**config.mk**
```make
export PLATFORM = sky130hd
export DESIGN_NAME = multicycle_controller
export DESIGN_NICKNAME = d
export VERILOG_FILES = /design/src/rtl/multicycle_controller.sv
export SDC_FILE = /design/constraint.sdc
export NUM_CORES = 1
export LEC_CHECK = 0
export BUFFER_PORTS_ARGS = -buffer_cell sky130_fd_sc_hd__buf_2
export CORE_MARGIN = 3
export CORE_UTILIZATION = 44
export CTS_CLUSTER_SIZE = 40
export DETAILED_ROUTE_END_ITERATION = 7
export PLACE_DENSITY = 0.78
export SLEW_MARGIN = 10
export SYNTH_ARGS = -nofsm -noshare
export SYNTH_HDL_FRONTEND = slang
export SYNTH_SLANG_ARGS = --single-unit
```
**constraint.sdc**
```tcl
create_clock -name clk -period 1.61 [get_ports clk]
set_clock_uncertainty 0.05 [all_clocks]
set_input_delay 0.2415 -clock clk [delete_from_list [all_inputs] [get_ports clk]]
set_output_delay 0.2415 -clock clk [all_outputs]
set_load 0.005 [all_outputs]
```
**src/rtl/multicycle_controller.sv**
```systemverilog
// Control FSM for the multicycle RV32I core: sequences ALU, memory port, register file
// and immediate extender one instruction at a time.
module multicycle_controller (
    input  logic       clk,
    input  logic       reset,
    input  logic [6:0] op,
    input  logic [2:0] funct3,
    input  logic       funct7b5,
    input  logic       zero,
    output logic [2:0] immsrc,
    output logic [1:0] alusrca,
    output logic [1:0] alusrcb,
    output logic [1:0] resultsrc,
    output logic       adrsrc,
    output logic [2:0] alucontrol,
    output logic       irwrite,
    output logic       pcwrite,
    output logic       regwrite,
    output logic       memwrite,
    output logic       retire,
    output logic       illegal
);

    localparam logic [3:0] StFetch    = 4'd0;
    localparam logic [3:0] StDecode   = 4'd1;
    localparam logic [3:0] StMemAdr   = 4'd2;
    localparam logic [3:0] StMemRead  = 4'd3;
    localparam logic [3:0] StMemWb    = 4'd4;
    localparam logic [3:0] StMemWrite = 4'd5;
    localparam logic [3:0] StExecR    = 4'd6;
    localparam logic [3:0] StExecI    = 4'd7;
    localparam logic [3:0] StExecU    = 4'd8;
    localparam logic [3:0] StAluWb    = 4'd9;
    localparam logic [3:0] StJalrAdr  = 4'd10;
    localparam logic [3:0] StJal      = 4'd11;
    localparam logic [3:0] StBranch   = 4'd12;

    localparam logic [6:0] OpLoad   = 7'b0000011;
    localparam logic [6:0] OpAluImm = 7'b0010011;
    localparam logic [6:0] OpAuipc  = 7'b0010111;
    localparam logic [6:0] OpStore  = 7'b0100011;
    localparam logic [6:0] OpReg    = 7'b0110011;
    localparam logic [6:0] OpLui    = 7'b0110111;
    localparam logic [6:0] OpBranch = 7'b1100011;
    localparam logic [6:0] OpJalr   = 7'b1100111;
    localparam logic [6:0] OpJal    = 7'b1101111;

    localparam logic [2:0] AluAdd = 3'b000;
    localparam logic [2:0] AluSub = 3'b001;
    localparam logic [2:0] AluAnd = 3'b010;
    localparam logic [2:0] AluOr  = 3'b011;
    localparam logic [2:0] AluSlt = 3'b101;

    logic [3:0] state_q, state_d, cur;
    logic [2:0] funct_alu;

    always_ff @(posedge clk) begin
        if (reset) state_q <= StFetch;
        else       state_q <= state_d;
    end

    always_comb begin
        unique case (op)
            OpLoad, OpAluImm, OpJalr: immsrc = 3'b000;
            OpStore:                  immsrc = 3'b001;
            OpBranch:                 immsrc = 3'b010;
            OpJal:                    immsrc = 3'b011;
            OpLui, OpAuipc:           immsrc = 3'b100;
            default:                  immsrc = 3'b000;
        endcase
    end

    // Subtract only for R-type; I-type funct7b5 is immediate bits, not an opcode modifier.
    always_comb begin
        unique case (funct3)
            3'b000:  funct_alu = (op[5] & funct7b5) ? AluSub : AluAdd;
            3'b010:  funct_alu = AluSlt;
            3'b110:  funct_alu = AluOr;
            3'b111:  funct_alu = AluAnd;
            default: funct_alu = AluAdd;
        endcase
    end

    // During reset the outputs present FETCH selects with every enable suppressed.
    assign cur = reset ? StFetch : state_q;

    always_comb begin
        state_d    = StFetch;
        alusrca    = 2'b00;
        alusrcb    = 2'b00;
        resultsrc  = 2'b00;
        adrsrc     = 1'b0;
        alucontrol = AluAdd;
        irwrite    = 1'b0;
        pcwrite    = 1'b0;
        regwrite   = 1'b0;
        memwrite   = 1'b0;
        retire     = 1'b0;
        illegal    = 1'b0;
        case (cur)
            StFetch: begin
                irwrite   = 1'b1;
                alusrcb   = 2'b10;
                resultsrc = 2'b10;
                pcwrite   = 1'b1;
                state_d   = StDecode;
            end
            StDecode: begin
                alusrca = 2'b01;
                alusrcb = 2'b01;
                case (op)
                    OpLoad, OpStore: state_d = StMemAdr;
                    OpReg:           state_d = StExecR;
                    OpAluImm:        state_d = StExecI;
                    OpJal:           state_d = StJal;
                    OpJalr:          state_d = StJalrAdr;
                    OpLui, OpAuipc:  state_d = StExecU;
                    OpBranch: begin
                        if (funct3[2:1] == 2'b00) begin
                            state_d = StBranch;
                        end else begin
                            illegal = 1'b1;
                        end
                    end
                    default: illegal = 1'b1;
                endcase
            end
            StMemAdr: begin
                alusrca = 2'b10;
                alusrcb = 2'b01;
                state_d = op[5] ? StMemWrite : StMemRead;
            end
            StMemRead: begin
                adrsrc  = 1'b1;
                state_d = StMemWb;
            end
            StMemWb: begin
                resultsrc = 2'b01;
                regwrite  = 1'b1;
                retire    = 1'b1;
            end
            StMemWrite: begin
                adrsrc   = 1'b1;
                memwrite = 1'b1;
                retire   = 1'b1;
            end
            StExecR: begin
                alusrca    = 2'b10;
                alucontrol = funct_alu;
                state_d    = StAluWb;
            end
            StExecI: begin
                alusrca    = 2'b10;
                alusrcb    = 2'b01;
                alucontrol = funct_alu;
                state_d    = StAluWb;
            end
            StExecU: begin
                alusrca = op[5] ? 2'b11 : 2'b01;
                alusrcb = 2'b01;
                state_d = StAluWb;
            end
            StAluWb: begin
                regwrite = 1'b1;
                retire   = 1'b1;
            end
            StJalrAdr: begin
                alusrca = 2'b10;
                alusrcb = 2'b01;
                state_d = StJal;
            end
            StJal: begin
                alusrca = 2'b01;
                alusrcb = 2'b10;
                pcwrite = 1'b1;
                state_d = StAluWb;
            end
            StBranch: begin
                alusrca    = 2'b10;
                alucontrol = AluSub;
                pcwrite    = funct3[0] ? ~zero : zero;
                retire     = 1'b1;
            end
            default: state_d = StFetch;
        endcase
        if (reset) begin
            irwrite  = 1'b0;
            pcwrite  = 1'b0;
            regwrite = 1'b0;
            memwrite = 1'b0;
            retire   = 1'b0;
            illegal  = 1'b0;
        end
    end

endmodule

```
==> results of run 1 <==
-- final cells by class --
cell class / instances / area, um2
Tap cell: 15 / 18.77
Fill cell: 109 / 334.1
Timing Repair Buffer: 44 / 269.0
Inverter: 3 / 11.26
Clock buffer: 3 / 22.52
Sequential cell: 4 / 95.09
Multi-Input combinational cell: 86 / 583.1
-- metal layers --
layer / routed length (um) / vias to the layer above / part of all wire (%) / GRT usage [%]
li1: - / 452 / - / -
met4: 23 / 0 / 1.0 / 7.831
met3: 127 / 5 / 5.7 / 6.911
met1: 952 / 405 / 43 / 31.05
met2: 1132 / 38 / 51 / 37.21
met5: 0 / - / 0 / 0
-- placed cells by master, fill, tap and decap left out, drive strengths merged --
| cell | n |
|---|---|
| buf | 44 |
| nor2 | 12 |
| a21oi | 11 |
| nand2b | 8 |
| nor3 | 7 |
| nand2 | 5 |
| nor4 | 5 |
| o21ai | 5 |
| nand3 | 4 |
| dfxtp | 4 |
| a21o | 3 |
| inv | 3 |
| o22ai | 3 |
| xor2 | 3 |
| clkbuf | 3 |
| nor2b | 3 |
| or3 | 2 |
| o211ai | 2 |
| nand4 | 2 |
| a211oi | 1 |
| a31oi | 1 |
| and3b | 1 |
| nand3b | 1 |
| and2 | 1 |
| xnor2 | 1 |
| o32ai | 1 |
| a41oi | 1 |
| nor4b | 1 |
| o22a | 1 |
| o31a | 1 |
-- timing repair --
action,CTS,global route
setup endpoints to repair,13,11
resized for setup,18,10
pin swaps,2,5
cloned,0,0
setup buffers,4,0
-- kinds of logic after synthesis --
group / after synthesis / share of synthesized area, %
buffers and inverters: 11 / 7.766
xor gates and xnor gates: 4 / 5.438
and+or+nand+nor: 52 / 45.05
AOI/OAI and AO/OA: 30 / 29.32
DFF: 4 / 12.43
-- critical path: stages, from the launching register on --
cell     delay (ns)
dfxtp_4        0.38
nor4_4         0.34
nand2_1        0.10
a41oi_2        0.14
buf_2          0.14
-- where the power goes --
group	switching (mW)	internal, mW	leakage, nW
clock network	0.0446	0.0836	0.0138
logic	0.0836	0.0738	0.399
registers	0.00387	0.0977	0.0355
total	0.132	0.255	0.448
-- worst paths after layout --
kind	startpoint	to	slack [ns]	cells past startpoint
setup / recovery	state_q[1]	illegal	-0.02	4
hold / removal	op[0]	state_q[0]	0.25	3
setup reg to reg	state_q[1]	state_q[2]	0.11	4
hold reg to reg	state_q[2]	state_q[0]	0.58	3
-- per-stage QoR --
step           total power, mW  worst slack (ns)  hold WS, ns  area, um2  utilization (%)
2_1_floorplan           0.1795            0.2141       0.3487      644.4                -
3_3_place_gp            0.2319            0.1005       0.5010      844.6            63.32
3_5_place_dp            0.2353           0.09657       0.4994      844.6            63.32
4_1_cts                 0.3828          0.002567       0.2384      959.7            71.95
5_1_grt                 0.4121          -0.09923       0.2803      999.7            74.95
6_report                0.3872          -0.02153       0.2535      999.7            74.95
==> impl_results.md, run 1 <==
- Max Fclk: just over 600 MHz
- Clock transition at the registers of the reported paths: ~0.040 ns
- Mean Syn Cell Area: ~6.4 um2
- Total negative slack: -0.04261 ns
- Post-Route WL: 2235 um
- Ys async rst share: 0%
- Synth Net Count: about 120
- Max reg flops: 4
- Routed vias: 900
- Post-synth EDFFs: 0
- Yosys warning count: 0
- DR pass1 iterations: 4
- Die width: 44.27 um
- FP Rows: 13
- Fin crit share: 101.3%
- Count of clock tree sinks: 4
- Die footprint: 0.001960 mm2
- Num CTS Buffers: 3
- CTS tree: done
- Synth Flop Type: dfxtp_1
- Drt initial violations: 29
- Dpl cells: roughly 150
- Mapped Cells: 101
- Pin count of the biggest net entering global routing: 13
- Htree depth: 1
- Max cap viols: 0
- Crit. End Element: output port
- Root Buffer: clkbuf_4
- CP Data Required Time: 1.32 ns
- Biggest register: state_q
- # DRC: 0
- Slew Limit Fails: 0
- Area of the mapped netlist: ~640 um2
- GPL Wtd Cong: 0.8395
- Synth cell types: 33
- Initial antenna violation count: 0
- Vias per cell: around 5.8
- Flops & latches, synth: 4
- Dpl hpwl: around 1600 um
- Die H: approximately 44 um
- CP Launch Type: register
- Routed wire length per instance: 14.42 um
- Arr. time, crit path: 1.34 ns
- Layout cell share with drive strength beyond 1: between 40% and 50%
- CP Class: reg -> out
- Clock buffer depth: 2
- Failing checks: negative setup slack
- Worst hold-check path type: in -> reg
- Final Hold Violating Endpoints: 0
- Largest regs: state_q (4)
- CP Max Fanout: 12
- Peak VDD IR: 209.1 uV
- Setup violators final: 2
- Initial core utilization: about half
- Synth top area cells: dfxtp_1 12%, a21oi_1 8.5%, nand2b_1 7.8%, nor2_1 7.0%, nor3_1 5.4%
- Sequential fraction of the synthesis area: about an eighth
- Ant. Diodes: 0
- Post-route antenna net violation count: 0
- Worst Max-Slew Pin Slew: slightly above 0.3 ns
- Outcome: complete, but fails checks
- GRT Residual Overflow: 0
- Relative slew slack: between 70 and 80%
- # hold bufs at CTS: 0
- Min Clock Period, post-route: about 1.6 ns
- Vias in the first global route: 789
- Count leader, synth: nor2_1
- Core area: around 0.0013 mm2
- Post-layout nets: 156
- Area leader, netlist: dfxtp_1
- First-pass GRT wire length: 3463 um
- Post-synth top area share: roughly 12%
- RSZ-0062 raised after global routing: yes
- Final Worst Setup Slack: -0.02153 ns
- IO Count: 33
- GRT Total Usage: 23.75%
- Worst-skew pair later-pin latency: around 0.24 ns
- Synth cell count leaders: 12 x nor2_1, 11 x a21oi_1, 8 x nand2b_1, 7 x nor3_1, 6 x clkbuf_1
- Pwr dens: a little under 400 mW/mm2
- Non-Filler Instances: 155
- Buffers on Ports: 32
- Lkg Pwr: around 0.45 nW
- Area grow syn2layout: 55.15%
Power figures use the tool's default switching activity.
==> run 2, diff against run 1 <==
==> constraint.sdc (replaced) <==
create_clock -name clk -period 1.61 [get_ports clk]
set_clock_uncertainty 0.05 [all_clocks]
set_input_delay 0.161 -clock clk [delete_from_list [all_inputs] [get_ports clk]]
set_output_delay 0.161 -clock clk [all_outputs]
set_load 0.005 [all_outputs]
==> run 2 against run 1 <==
Effect of this change: the flow now finishes without violations; combinational power down 12%; first-iteration DRC count unchanged; routed wire length down 2.3%; flip-flop and latch count unchanged; clock-buffer cell count unchanged; critical endpoint is now alusrca[1].
==> impl_results.md, run 2 (same netlist as run 1, synthesis figures left out) <==
- Outcome: finished, final reports clean (was complete, but fails checks)
- R2r setup slk: 0.16 ns (was 0.11 ns)
- Critical-path cell list: nand2b_4 -> or3_1 -> a21oi_1 -> buf_2 (was nor4_4 -> nand2_1 -> a41oi_2 -> buf_2)
- Total power: 372.8 uW (was 387.2 uW)
- Pin count of the biggest net entering global routing: 13 (unchanged)
- Core area: 0.001334 mm2 (unchanged)
- IO Count: 33 (unchanged)
- Buffers on Ports: 32 (unchanged)
- DR pass1 iterations: 4 (unchanged)
- GPL Wtd Cong: 0.8622 (was 0.8395)
- CP Class: reg -> out (unchanged)
- Commonest cells after routing, fill and taps aside: 32 x buf_2, 11 x a21oi_1, 10 x nor2_1, 6 x nand2b_1, 6 x nor3_1 (was 32 x buf_2, 10 x nor2_1, 10 x a21oi_1, 8 x buf_4, 7 x nor3_1)
- Biggest register: state_q (unchanged)
- Buffers & Inverters on Critical Path: 1 (unchanged)
- Worst path slowest cell: dfxtp_2 (was dfxtp_4)
- Num CTS Buffers: 3 (unchanged)
- CP Data Required Time: 1.40 ns (was 1.32 ns)
- Non-Filler Instances: 151 (was 155)
- Hold path cells: 3 (unchanged)
- Worst hold-check path type: in -> reg (unchanged)
- Dpl cells: 145 (was 148)
- Die H: 44.27 um (unchanged)
- Fin crit share: 99.36% (was 101.3%)
- Crit. End Element: output port (unchanged)
- Initial core utilization: 48.31% (unchanged)
- Total negative slack: 0 ns (was -0.04261 ns)
- Worst reg2reg endpoint: state_q[2] (unchanged)
- Routed wire length per instance: 14.46 um (was 14.42 um)
- Count of clock tree sinks: 4 (unchanged)
- Vias in the first global route: 768 (was 789)
- CP Launch Type: register (unchanged)
- FF-to-FF Start: state_q[1] (unchanged)
- Max Fclk: 625.1 MHz (was 612.9 MHz)
- First-pass GRT wire length: 3422 um (was 3463 um)
- Peak VDD IR: 222.0 uV (was 209.1 uV)
- CTS tree: done (unchanged)
- Final Hold Violating Endpoints: 0 (unchanged)
- Post-layout nets: 152 (was 156)
- Worst-skew pair later-pin latency: 0.25 ns (was 0.24 ns)
- Pre-CTS WS: 0.1350 ns (was 0.09657 ns)
- Post-route antenna net violation count: 0 (unchanged)
- # DRC: 0 (unchanged)
- Post-Route WL: 2183 um (was 2235 um)
- Vias per cell: 6.046 (was 5.806)
- CP Max Fanout: 5 (was 12)
- Htree depth: 1 (unchanged)
- Clock transition at the registers of the reported paths: 0.03 ns (was 0.04 ns)
- Layout cell share with drive strength beyond 1: 41.91% (was 46.43%)
- CP max stage delay: 0.34 ns (was 0.38 ns)
- WHS Endpoint: state_q[0] (unchanged)
- FP Rows: 13 (unchanged)
- Setup violators final: 0 (was 2)
- Max reg flops: 4 (unchanged)
- Min Clock Period, post-route: 1.600 ns (was 1.632 ns)
- Root Buffer: clkbuf_4 (unchanged)
- Die width: 44.27 um (unchanged)
- Ant. Diodes: 0 (unchanged)
- Dpl hpwl: 1557 um (was 1561 um)
- Pwr dens: 399.4 mW/mm2 (was 387.3 mW/mm2)
- Final Worst Setup Slack: 0.01034 ns (was -0.02153 ns)
- CP delay by family, top: simple AND/OR/NAND/NOR gates (unchanged)
- Lkg Pwr: 0.4229 nW (was 0.4479 nW)
- Arr. time, crit path: 1.39 ns (was 1.34 ns)
- Drt initial violations: 29 (unchanged)
- Worst Max-Slew Pin Slew: 0.2700 ns (was 0.3077 ns)
- Largest regs: state_q (4) (unchanged)
- Slew Limit Fails: 0 (unchanged)
- Clock buffer depth: 2 (unchanged)
- RSZ-0062 raised after global routing: yes (unchanged)
- Hold path start: op[0] (unchanged)
- R2R cell count: 4 (unchanged)
- Commonest non-fill, non-tap cell in the layout: buf_2 (unchanged)
- # hold bufs at CTS: 0 (unchanged)
- Hold slack: 0.1689 ns (was 0.2535 ns)
- GRT Residual Overflow: 0 (unchanged)
- Die footprint: 0.001960 mm2 (unchanged)
- Routed vias: 913 (was 900)
- Max cap viols: 0 (unchanged)
- Area grow syn2layout: 44.85% (was 55.15%)
- Relative slew slack: 81.83% (was 79.42%)
- Initial antenna violation count: 0 (unchanged)
- GRT Total Usage: 23.54% (was 23.75%)
-- run 2: layer usage --
layer / vias to the layer above / GRT usage [%] / wire (um) / part of all wire [%]
met3: 7 / 8.130 / 141 / 6.5
li1: 446 / - / - / -
met2: 38 / 34.30 / 1118 / 51
met1: 422 / 30.90 / 871 / 40
met4: 0 / 10.84 / 52 / 2.4
met5: - / 0 / 0 / 0
-- run 2: repair_timing --
action                                  4_1_cts  5_1_grt
buffers inserted                              0        3
resized for setup                            10       10
hold endpoints to repair                      0        0
pin swaps                                     1        3
endpoints found under the setup margin        8       10
-- run 2: where the power goes --
| part | switching, mW | total [mW] | internal [mW] |
|---|---|---|---|
| clock | 0.0459 | 0.130 | 0.0836 |
| combinational | 0.0771 | 0.138 | 0.0614 |
| sequential | 0.00499 | 0.105 | 0.0998 |
-- run 2: tightest hold or removal path: cells and delay by family --
kind / cells / cell delay [ns]
AND/OR/NAND/NOR: 1 / 0.06
buffers and inverters: 1 / 0.12
AO/OA/AOI/OAI: 1 / 0.07
-- run 2: stage by stage --
| step | cell area (um2) | utilization [%] |
|---|---|---|
| after floorplan | 644.4 | - |
| after global placement | 822.0 | 61.63 |
| after CTS | 874.6 | 65.57 |
| after global routing | 933.4 | 69.98 |
| after detailed placement | 822.0 | 61.63 |
| final | 933.4 | 69.98 |
-- run 2: worst max path at each step --
stage,startpoint,endpoint,slack [ns],cells after the start
after floorplan,state_q[1],state_q[2],0.22,5
after global placement,state_q[1],state_q[2],0.13,4
after detailed placement,state_q[1],state_q[2],0.13,4
after CTS,state_q[0],alusrcb[0],0.002,6
after global routing,state_q[0],retire,-0.09,5
final,state_q[0],alusrca[1],0.01,4
-- run 2: layout make-up --
cell class	instances	area (um2)
inverter	3	11.26
timing repair buffer	40	235.2
fill	124	400.4
clock buffer	3	22.52
sequential	4	90.09
multi-input combinational	86	555.5
tap	15	18.77
==> run 3, diff against run 2 <==
- CORE_UTILIZATION: 44 -> 47
- MAX_ROUTING_LAYER: default -> met4
- PLACE_DENSITY: 0.78 -> 0.82
- clock period: 1.61 -> 1.93 ns (I/O delays scaled with it)
==> run 3 against run 2 <==
Effect of this change: critical endpoint unchanged; hold slack improved by 0.052 ns; via count fell by 7.2%; critical path type unchanged; global-route usage fell by 3.7 points; routed wire length fell by 17%; highest routed layer unchanged.
==> impl_results.md, run 3 (same netlist as run 1, synthesis figures left out) <==
- GPL Wtd Cong: 0.8496 (was 0.8622)
- Clock buffer depth: 2 (unchanged)
- Pin count of the biggest net entering global routing: 19 (was 13)
- Max Fclk: 536.6 MHz
- GRT Residual Overflow: 0 (unchanged)
- Filler Cell Count: 115 (was 124)
- M1 WL: 795 um (was 871 um)
- Commonest non-fill, non-tap cell in the layout: buf_2 (unchanged)
- Met3 routed WL: 131 um (was 141 um)
- Vias per cell: 5.882 (was 6.046)
- FP Rows: 12 (was 13)
- CP Data Required Time: 1.69 ns (was 1.40 ns)
- Min Clock Period, post-route: ~1.9 ns
- Die width: 43.03 um (was 44.27 um)
- # hold bufs at CTS: 0 (unchanged)
- Pwr dens: 357.4 mW/mm2 (was 399.4 mW/mm2)
- Post-cts resize count: 0 (was 10)
- Setup Fix Bufs, Post-CTS: 0 (unchanged)
- Htree depth: 1 (unchanged)
- Buffers on Ports: 32 (unchanged)
- Lkg Pwr: 0.3767 nW (was 0.4229 nW)
- Dpl hpwl: 1372 um (was 1557 um)
- Core area: 0.001201 mm2 (was 0.001334 mm2)
- CP Class: reg -> out (unchanged)
- DR pass1 iterations: 4 (unchanged)
- Clock transition at the registers of the reported paths: 0.04 ns (was 0.03 ns)
- Setup violators final: 0 (unchanged)
- Routed vias: 847 (was 913)
- # DRC: 0 (unchanged)
- Outcome: finished, final reports clean (unchanged)
- CP Launch Type: register (unchanged)
- Largest regs: state_q (4) (unchanged)
- Worst Max-Slew Pin Slew: 0.4587 ns (was 0.2700 ns)
- Root Buffer: clkbuf_4 (unchanged)
- Ant. Diodes: 0 (unchanged)
- Post-Route WL: 1809 um (was 2183 um)
- Max cap viols: 0 (unchanged)
- Multi-input logic area: 516.7 um2 (was 555.5 um2)
- Register area: 82.58 um2 (was 90.09 um2)
- RSZ-0062 raised after global routing: no (was yes)
- Post-route antenna net violation count: 0 (unchanged)
- Drt initial violations: 32 (was 29)
- CTS tree: done (unchanged)
- CP Max Fanout: 13 (was 5)
- Routed wire length per instance: 12.56 um (was 14.46 um)
- Max reg flops: 4 (unchanged)
- Post-layout nets: 146 (was 152)
- Routed length on met2: 877 um (was 1118 um)
- Initial antenna violation count: 0 (unchanged)
- Hold slack: 0.2211 ns (was 0.1689 ns)
- IO Count: 33 (unchanged)
- Commonest cells after routing, fill and taps aside: 32 x buf_2, 11 x nor2_1, 11 x a21oi_1, 8 x nand2b_1, 7 x nor3_1 (was 32 x buf_2, 11 x a21oi_1, 10 x nor2_1, 6 x nand2b_1, 6 x nor3_1)
- Die footprint: 0.001851 mm2 (was 0.001960 mm2)
- Die H: 43.03 um (was 44.27 um)
- GRT Total Usage: 19.84% (was 23.54%)
- Layout cell share with drive strength beyond 1: 32.31% (was 41.91%)
- Peak VDD IR: 224.0 uV (was 222.0 uV)
- Relative slew slack: 69.38% (was 81.83%)
- Fin crit share: 96.56%
- Num CTS Buffers: 3 (unchanged)
- Top layer in use: met4 (unchanged)
- Worst-skew pair later-pin latency: 0.23 ns (was 0.25 ns)
- Total negative slack: 0 ns (unchanged)
- Final Hold Violating Endpoints: 0 (unchanged)
- Biggest register: state_q (unchanged)
- Crit. End Element: output port (unchanged)
- Initial core utilization: 53.65% (was 48.31%)
- Count of clock tree sinks: 4 (unchanged)
- Vias in the first global route: 646 (was 768)
- Slew Limit Fails: 0 (unchanged)
- Area grow syn2layout: 28.16% (was 44.85%)
- R2r setup slk: 0.39 ns (was 0.16 ns)
- Arr. time, crit path: 1.62 ns (was 1.39 ns)
- First-pass GRT wire length: 2870 um (was 3422 um)
- Worst hold-check path type: in -> reg (unchanged)
run 3: worst paths after layout:
check,start,endpoint,cells past startpoint
worst max-delay path,state_q[0],alusrca[1],4
worst min-delay path,op[0],state_q[0],3
worst max register to register,state_q[1],state_q[2],4
worst min register to register,state_q[2],state_q[0],3
run 3: per-layer routing:
layer | GRT usage [%] | vias to the layer above
met5 | - | -
li1 | - | 428
met2 | 29.64 | 31
met1 | 27.79 | 386
met4 | 5.422 | 0
met3 | 2.542 | 2
run 3: final cells by class:
cell class              instances  share of cell area (%)
well taps                      14                   2.121
inverters                       3                   1.364
repair buffers                 34                   21.21
flip-flops and latches          4                   10.00
multi-input cells              86                   62.58
clock buffers                   3                   2.727
run 3: report_power, final:
| group | switching (mW) | internal [mW] |
|---|---|---|
| clock network | 0.0344 | 0.0696 |
| registers | 0.00805 | 0.0854 |
| logic | 0.0546 | 0.0431 |
| total | 0.0971 | 0.198 |
run 3: through the flow:
step                      setup WS (ns)  total power [mW]  std cells  area [um2]  utilization (%)
after floorplan                  0.5430            0.1497        101       644.4                -
after global placement           0.3746            0.1881        141       798.3            66.46
after detailed placement         0.3075            0.1906        141       798.3            66.46
after CTS                       0.07545            0.2940        144       820.8            68.33
after global routing          0.0008851            0.3155        144       825.8            68.75
final                           0.06635            0.2951        144       825.8            68.75
run 3: critical path, stage by stage, from the launching register on:
cell      delay, ns
dfxtp_1        0.44
nand2b_1       0.30
or3_1          0.38
a21oi_1        0.14
buf_2          0.12
